$ cat src/rtl/pu_topic_io_req.sv
// PU-side requester for the topic PD memory: captures one PU access, issues it,
// waits for the completion (or a timeout) and returns read/atomic data to the PU.
`ifndef PU_WIDTH_NBITS
`define PU_WIDTH_NBITS 32
`endif

package pu_topic_io_pkg;
    typedef struct packed {
        logic [15:0]                 addr;
        logic [3:0]                  tid;
        logic                        wr;
        logic                        atomic;
        logic [4:0]                  funct5;
        logic [`PU_WIDTH_NBITS-1:0]  wdata;
    } io_type;
endpackage

module pu_topic_io_req
    import pu_topic_io_pkg::*;
#(
    parameter int WIDTH_NBITS    = `PU_WIDTH_NBITS,
    parameter int TIMEOUT_CYCLES = 1023
) (
    input  logic                   clk,
    input  logic                   rst,
    input  logic                   pu_req,
    input  io_type                 pu_cmd,
    output logic                   pu_stall,
    output logic [WIDTH_NBITS-1:0] pu_rdata,
    output logic                   pu_rdata_valid,
    output logic                   io_req,
    output io_type                 io_cmd,
    input  logic                   io_ack,
    input  logic [WIDTH_NBITS-1:0] io_ack_data,
    output logic                   timeout_err,
    output logic                   spurious_ack
);

    typedef enum logic [1:0] {
        IDLE  = 2'd0,
        ISSUE = 2'd1,
        WAIT  = 2'd2,
        RESP  = 2'd3
    } state_t;

    localparam logic [9:0] CNT_LAST = 10'(TIMEOUT_CYCLES - 1);
    localparam logic [9:0] CNT_MAX  = 10'h3FF;

    state_t                 state_q, state_d;
    logic [9:0]             cnt_q;
    io_type                 io_cmd_q;
    logic [WIDTH_NBITS-1:0] rdata_q;
    logic                   timeout_err_q;
    logic                   spurious_q;

    logic timeoutHit;
    logic returnsData;

    // Timeout fires on the TIMEOUT_CYCLES-th WAIT cycle; an ack in that cycle wins.
    assign timeoutHit  = (state_q == WAIT) && (cnt_q == CNT_LAST);
    assign returnsData = !io_cmd_q.wr || io_cmd_q.atomic;

    always_comb begin
        state_d = state_q;
        case (state_q)
            IDLE:    if (pu_req) state_d = ISSUE;
            ISSUE:   state_d = WAIT;
            WAIT:    if (io_ack || timeoutHit) state_d = RESP;
            RESP:    state_d = IDLE;
            default: state_d = IDLE;
        endcase
    end

    always_ff @(posedge clk or posedge rst) begin
        if (rst) begin
            state_q       <= IDLE;
            cnt_q         <= '0;
            io_cmd_q      <= '0;
            rdata_q       <= '0;
            timeout_err_q <= 1'b0;
            spurious_q    <= 1'b0;
        end else begin
            state_q       <= state_d;
            timeout_err_q <= timeoutHit && !io_ack;
            spurious_q    <= io_ack && (state_q != WAIT);
            if (state_q == ISSUE) begin
                cnt_q <= '0;
            end else if (state_q == WAIT && cnt_q != CNT_MAX) begin
                cnt_q <= cnt_q + 10'd1;
            end
            if (state_q == IDLE && pu_req) begin
                io_cmd_q <= pu_cmd;
            end
            // Writes complete silently, so pu_rdata only moves when data is returned.
            if (state_q == WAIT && returnsData) begin
                if (io_ack) begin
                    rdata_q <= io_ack_data;
                end else if (timeoutHit) begin
                    rdata_q <= '0;
                end
            end
        end
    end

    assign io_req         = (state_q == ISSUE);
    assign io_cmd         = io_cmd_q;
    assign pu_stall       = (state_q != IDLE);
    assign pu_rdata       = rdata_q;
    assign pu_rdata_valid = (state_q == RESP) && returnsData;
    assign timeout_err    = timeout_err_q;
    assign spurious_ack   = spurious_q;

endmodule

$ cat config.mk
export PLATFORM = sky130hd
export DESIGN_NAME = pu_topic_io_req
export DESIGN_NICKNAME = d
export VERILOG_FILES = /design/src/rtl/pu_topic_io_req.sv
export SDC_FILE = /design/constraint.sdc
export NUM_CORES = 1
export LEC_CHECK = 0
export CORE_MARGIN = 5
export CORE_UTILIZATION = 35
export DETAILED_ROUTE_END_ITERATION = 10
export PLACE_DENSITY = 0.65
export SETUP_SLACK_MARGIN = 0.02
export SYNTH_ARGS = -nofsm -noshare
export SYNTH_HDL_FRONTEND = slang
export SYNTH_SLANG_ARGS = --single-unit
$ cat constraint.sdc
create_clock -name clk -period 7.4 [get_ports clk]
set_clock_uncertainty 0.15 [all_clocks]
set_input_delay 2.22 -clock clk [delete_from_list [all_inputs] [get_ports clk]]
set_output_delay 2.22 -clock clk [all_outputs]
set_load 0.1 [all_outputs]
; Word level (Yosys, flattened, before mapping)
; Cells that the tools add are included.
[totals]
rom_bits = 0
output_inout_bits = 96
mem_count = 0
ram_bits = 0
latchBits = 0
word_cells = 44
reg_bits = 105
[classes]
magnitude_cmp = 0
div = 0
n_shift = 0
muxes = 7
n_bitwise = 0
add_sub_neg = 1
n_eq_ne = 8
n_reduce_logical = 17
mul = 0
[ops]
columns = operator, count
row1 = 2-to-1 mux 32 bit, 2
row2 = 2-to-1 mux 10 bit, 2
row3 = adder 10 x 1 -> 10 bit (second input constant), 1
row4 = equality test 10 bit (second input constant), 1
row5 = inequality test 10 bit (second input constant), 1
row6 = one-hot mux 2 bit (4 select lines), 1
row7 = logical AND 1 bit, 7
row8 = nonzero test 2 bit, 3
row9 = equality test 2 bit (second input constant), 2
row10 = 2-to-1 mux 2 bit, 2
row11 = inequality test 2 bit (second input constant), 2
row12 = AND reduction 2 bit, 2
row13 = equality test 2 x 1 -> 1 bit (second input constant), 1
row14 = logical NOT 1 bit, 2
row15 = logical NOT 2 bit, 1
row16 = logical OR 1 bit, 2
row17 = inequality test 2 x 1 -> 1 bit (second input constant), 1

; Longest topological paths before layout
[depth]
depth_word = 5
depth_mapped = 7
mapped_depth_nobuf = 6

; Worst setup path after synthesis
; OpenSTA, ideal clock, no wires.
[synth_timing]
path_type = flip-flop to output port
startpoint = register io_cmd_q, in the netlist io_cmd[37]
endpoint = output port pu_rdata_valid
t_arrival_ns = 1.964
stages_incl_launch_ff = 3
path_buffers = 0
t_required_ns = 5.030
setup_slack_ns = 3.066
path_cell_list = dfrtp_1 nand2b_1 and2_1
[synth_via]
elab_chain_len = 2
[synth_rtl]
columns = item, line
row1 = "start, declared", 51  ; io_type io_cmd_q;
row2 = "start signal, assigned", 92  ; io_cmd_q <= pu_cmd;
row3 = logical OR 1 bit, 61  ; assign returnsData = !io_cmd_q.wr || io_cmd_q.atomic;
row4 = logical AND 1 bit, 109  ; assign pu_rdata_valid = (state_q == RESP) && returnsData;
row5 = "end, declared", 30  ; output logic pu_rdata_valid,
; Every way passes these cells.

; Worst setup path in the final report
[layout_timing]
startpoint = register state_q[1]
endpoint = output port io_req
[layout_via]
elab_chain_len = 1
[layout_rtl]
columns = item, line
row1 = "start, declared", 49  ; state_t state_q, state_d;
row2 = "start signal, assigned", 83  ; state_q <= state_d;
row3 = equality test 2 x 1 -> 1 bit, 105  ; assign io_req = (state_q == ISSUE);
row4 = "end, declared", 31  ; output logic io_req,
; Every way passes these cells.

==> results.md <==
* EDFF count, synth at 0
* CTS tree: done
* Slew margin rel. at 0.190
* Asr flop ratio synth at 1.00
* Clock buffer depth at 2
* Top FF cell, synth: dfrtp_1
* Worst Path Buf+Inv at 2
* Sequential area share after synthesis at 0.623
* I/O Buffers at 190
* Crit-path max FO at 12
* Slew Viols, Final at 0
* Synth Area per Inst at roughly 14 um2
* Starting density of the core at 0.354
* Root Driver: clkbuf_16
* ANT nets after route at 0
* Post-CTS setup buffers at 0
* Die area at 14300 um2
* GRT Max-Usage Layer: met2
* Num CTS Buffers at 9
* Outcome: complete, no violations
* Gpl congestion at 0.773
* DRT Pass-1 Iters at 4
* Met2 Use GR at 0.245
* Largest cells by area after synthesis: dfrtp_1 (62%), mux2_2 (16%), a22o_1 (6.2%), ha_1 (2.1%), buf_2 (1.3%)
* Dpl hpwl at approximately 8.0 mm
* Clock sink count at 105
* Syn nets at approximately 400
* Kind of critical path: reg2out
* Critical Path AT at between 2 and 3 ns
* Number of max-cap violations at 0
* Die X at between 100 and 150 um
* Final #Nets at between 500 and 600
* Crit-path max cell delay at 1.23 ns
* Synth Cell Area at roughly 4200 um2
* Final min period at 4.93 ns
* Post_cts resized at 0
* CP Cell Sequence: inv_1, ha_1, clkdlybuf4s50_1
* Core area at roughly 12000 um2
* IO Pins at roughly 190
* Height of the die at about 120 um
* Layout cell share with drive strength beyond 1 at 0.178
* Synth top area share at 0.623
* Total gr overflow at 0
* Startpoint types: register
* DRC at 0
* Yosys Warn Count at 0
* Worst path top cell family by delay: buffers and inverters
* Ant diodes at 0
* Worst skew pair latency at around 0.34 ns
* Initial antenna violation count at 0
* Fmax at about 200 MHz
* First-pass GRT wire length at between 15 and 20 mm
* Grt met3 use at 0.0415
* DR vias at a little over 3000
* Setup_tns at 0 ns
* Clock Pin Slew Worst Setup and Hold Paths at 0.07 ns
* CP required at between 5 and 6 ns
* Hold Fails Final Rpt at 0
* Hold_buf cts at 0
* Crit-path slowest cell: clkdlybuf4s50_1
* Worst setup EP type: output pin
* Synth area leader: dfrtp_1
* Grt met1 use at 0.191
* FF+latch count, synth at 105
* Largest net degree at the start of global routing at 62
* DRT iter0 DRCs at around 230
* Drt total wl at ~11 mm
* Worst-Margin Slew at around 1.2 ns
* Hold crit path type: reg2reg
* Htree depth at 3
* Total GRT Usage at 0.152
* Vias in the first global route at between 3000 and 4000
* Rows at 40
* Setup-failing EPs final at 0
* Library cells used by synthesis at 38
* Area delta synth->final at 54.7%
* RSZ-0062 raised after global routing: no
* Fill cell count at 1041
* DR WL/cell at roughly 17 um
* Crit share post-route at 0.666
* Cells after Synth at between 200 and 300
* Vias/cell at between 4 and 5
## flip-flops by register name (all words and copies together), names as in the netlist
register,flops
pu_rdata,32
cnt_q,10
timeout_err,1
state_q,2
spurious_ack,1
io_cmd,59
## metrics by stage
stage	area [um2]	setup WS, ns	cells	hold WS (ns)	util
after CTS	6530	2.45	630	0.355	0.548
after global routing	6530	2.33	630	0.363	0.548
after detailed placement	6230	2.82	614	0.335	0.523
after floorplan	4220	2.27	291	0.383	-
final	6530	2.47	630	0.351	0.548
after global placement	6230	2.88	614	0.332	0.523
## layout make-up
class | instances | area (um2) | share of cell area
timing repair buffer | 192 | 1920 | 0.294
clock inverter | 4 | 52.6 | 0.00805
clock buffer | 12 | 246 | 0.0378
sequential | 105 | 2630 | 0.403
multi-input combinational | 164 | 1470 | 0.226
inverter | 6 | 25.0 | 0.00383
tap | 147 | 184 | 0.0282
## worst register-to-register path, cell delays in order (launching register included)
cell and delay [ns]:
dfrtp_1 0.42, inv_1 0.13, ha_1 0.51, and3_1 1.07
a22o_1 0.32
## layout by cell type, fill, tap and decap left out, types with 5 or more instances in the layout
master / n
inv_1: 5
ha_1: 7
a22o_1: 30
dfrtp_1: 105
o21ai_0: 5
mux2_2: 59
nor2_1: 8
clkbuf_16: 9
a21oi_1: 7
clkdlybuf4s50_1: 190
## path summary, 6_finish.rpt
path / slack, ns / from / cells past startpoint / end
worst min-delay path: 0.35 / pu_rdata[21] / 1 / pu_rdata[21]
worst max-delay path: 2.47 / state_q[1] / 3 / io_req
worst max register to register: 4.74 / state_q[0] / 4 / pu_rdata[24]
min in group asynchronous: 2.22 / rst / 2 / io_cmd[44]
worst min register to register: 0.35 / pu_rdata[21] / 1 / pu_rdata[21]
max in group asynchronous: 3.81 / rst / 3 / io_cmd[2]
## synthesized netlist by cell type, drive strengths merged (2+ instances only)
| library cell | number |
|---|---|
| nand3 | 4 |
| nand2b | 2 |
| nor2b | 2 |
| a21oi | 7 |
| o31ai | 2 |
| a311oi | 2 |
| mux2 | 59 |
| and2 | 2 |
| and4 | 3 |
| o211ai | 3 |
| clkbuf | 2 |
| o21ai | 5 |
| and3 | 3 |
| buf | 14 |
| a31oi | 2 |
| nand4b | 2 |
| a22o | 32 |
| nand4 | 4 |
| nor2 | 8 |
| nand2 | 5 |
| or3 | 4 |
| ha | 7 |
| inv | 6 |
| nor3 | 2 |
| dfrtp | 105 |
## kinds of logic (layout without fill, tap and decap cells)
family,after synthesis,in the layout,synth area share
adders and majority gates,7,7,0.0208
and+or+nand+nor,42,42,0.0626
AOI/OAI and AO/OA,54,54,0.104
xor gates and xnor gates,2,2,0.00415
muxes,59,59,0.158
DFF,105,105,0.623
buffers and inverters,22,214,0.0282
## metal layers
metal  routed length, um  vias up  share of wire
met4                 268        0          0.025
met3                 689       19          0.064
met1                4610     1509           0.42
met2                5280      106           0.49
met5                   0        -              0
li1                    -     1434              -
Power is left out: the tool's default activity adds up to more than one toggle a clock period on the data nets, which glitch-free logic cannot reach.
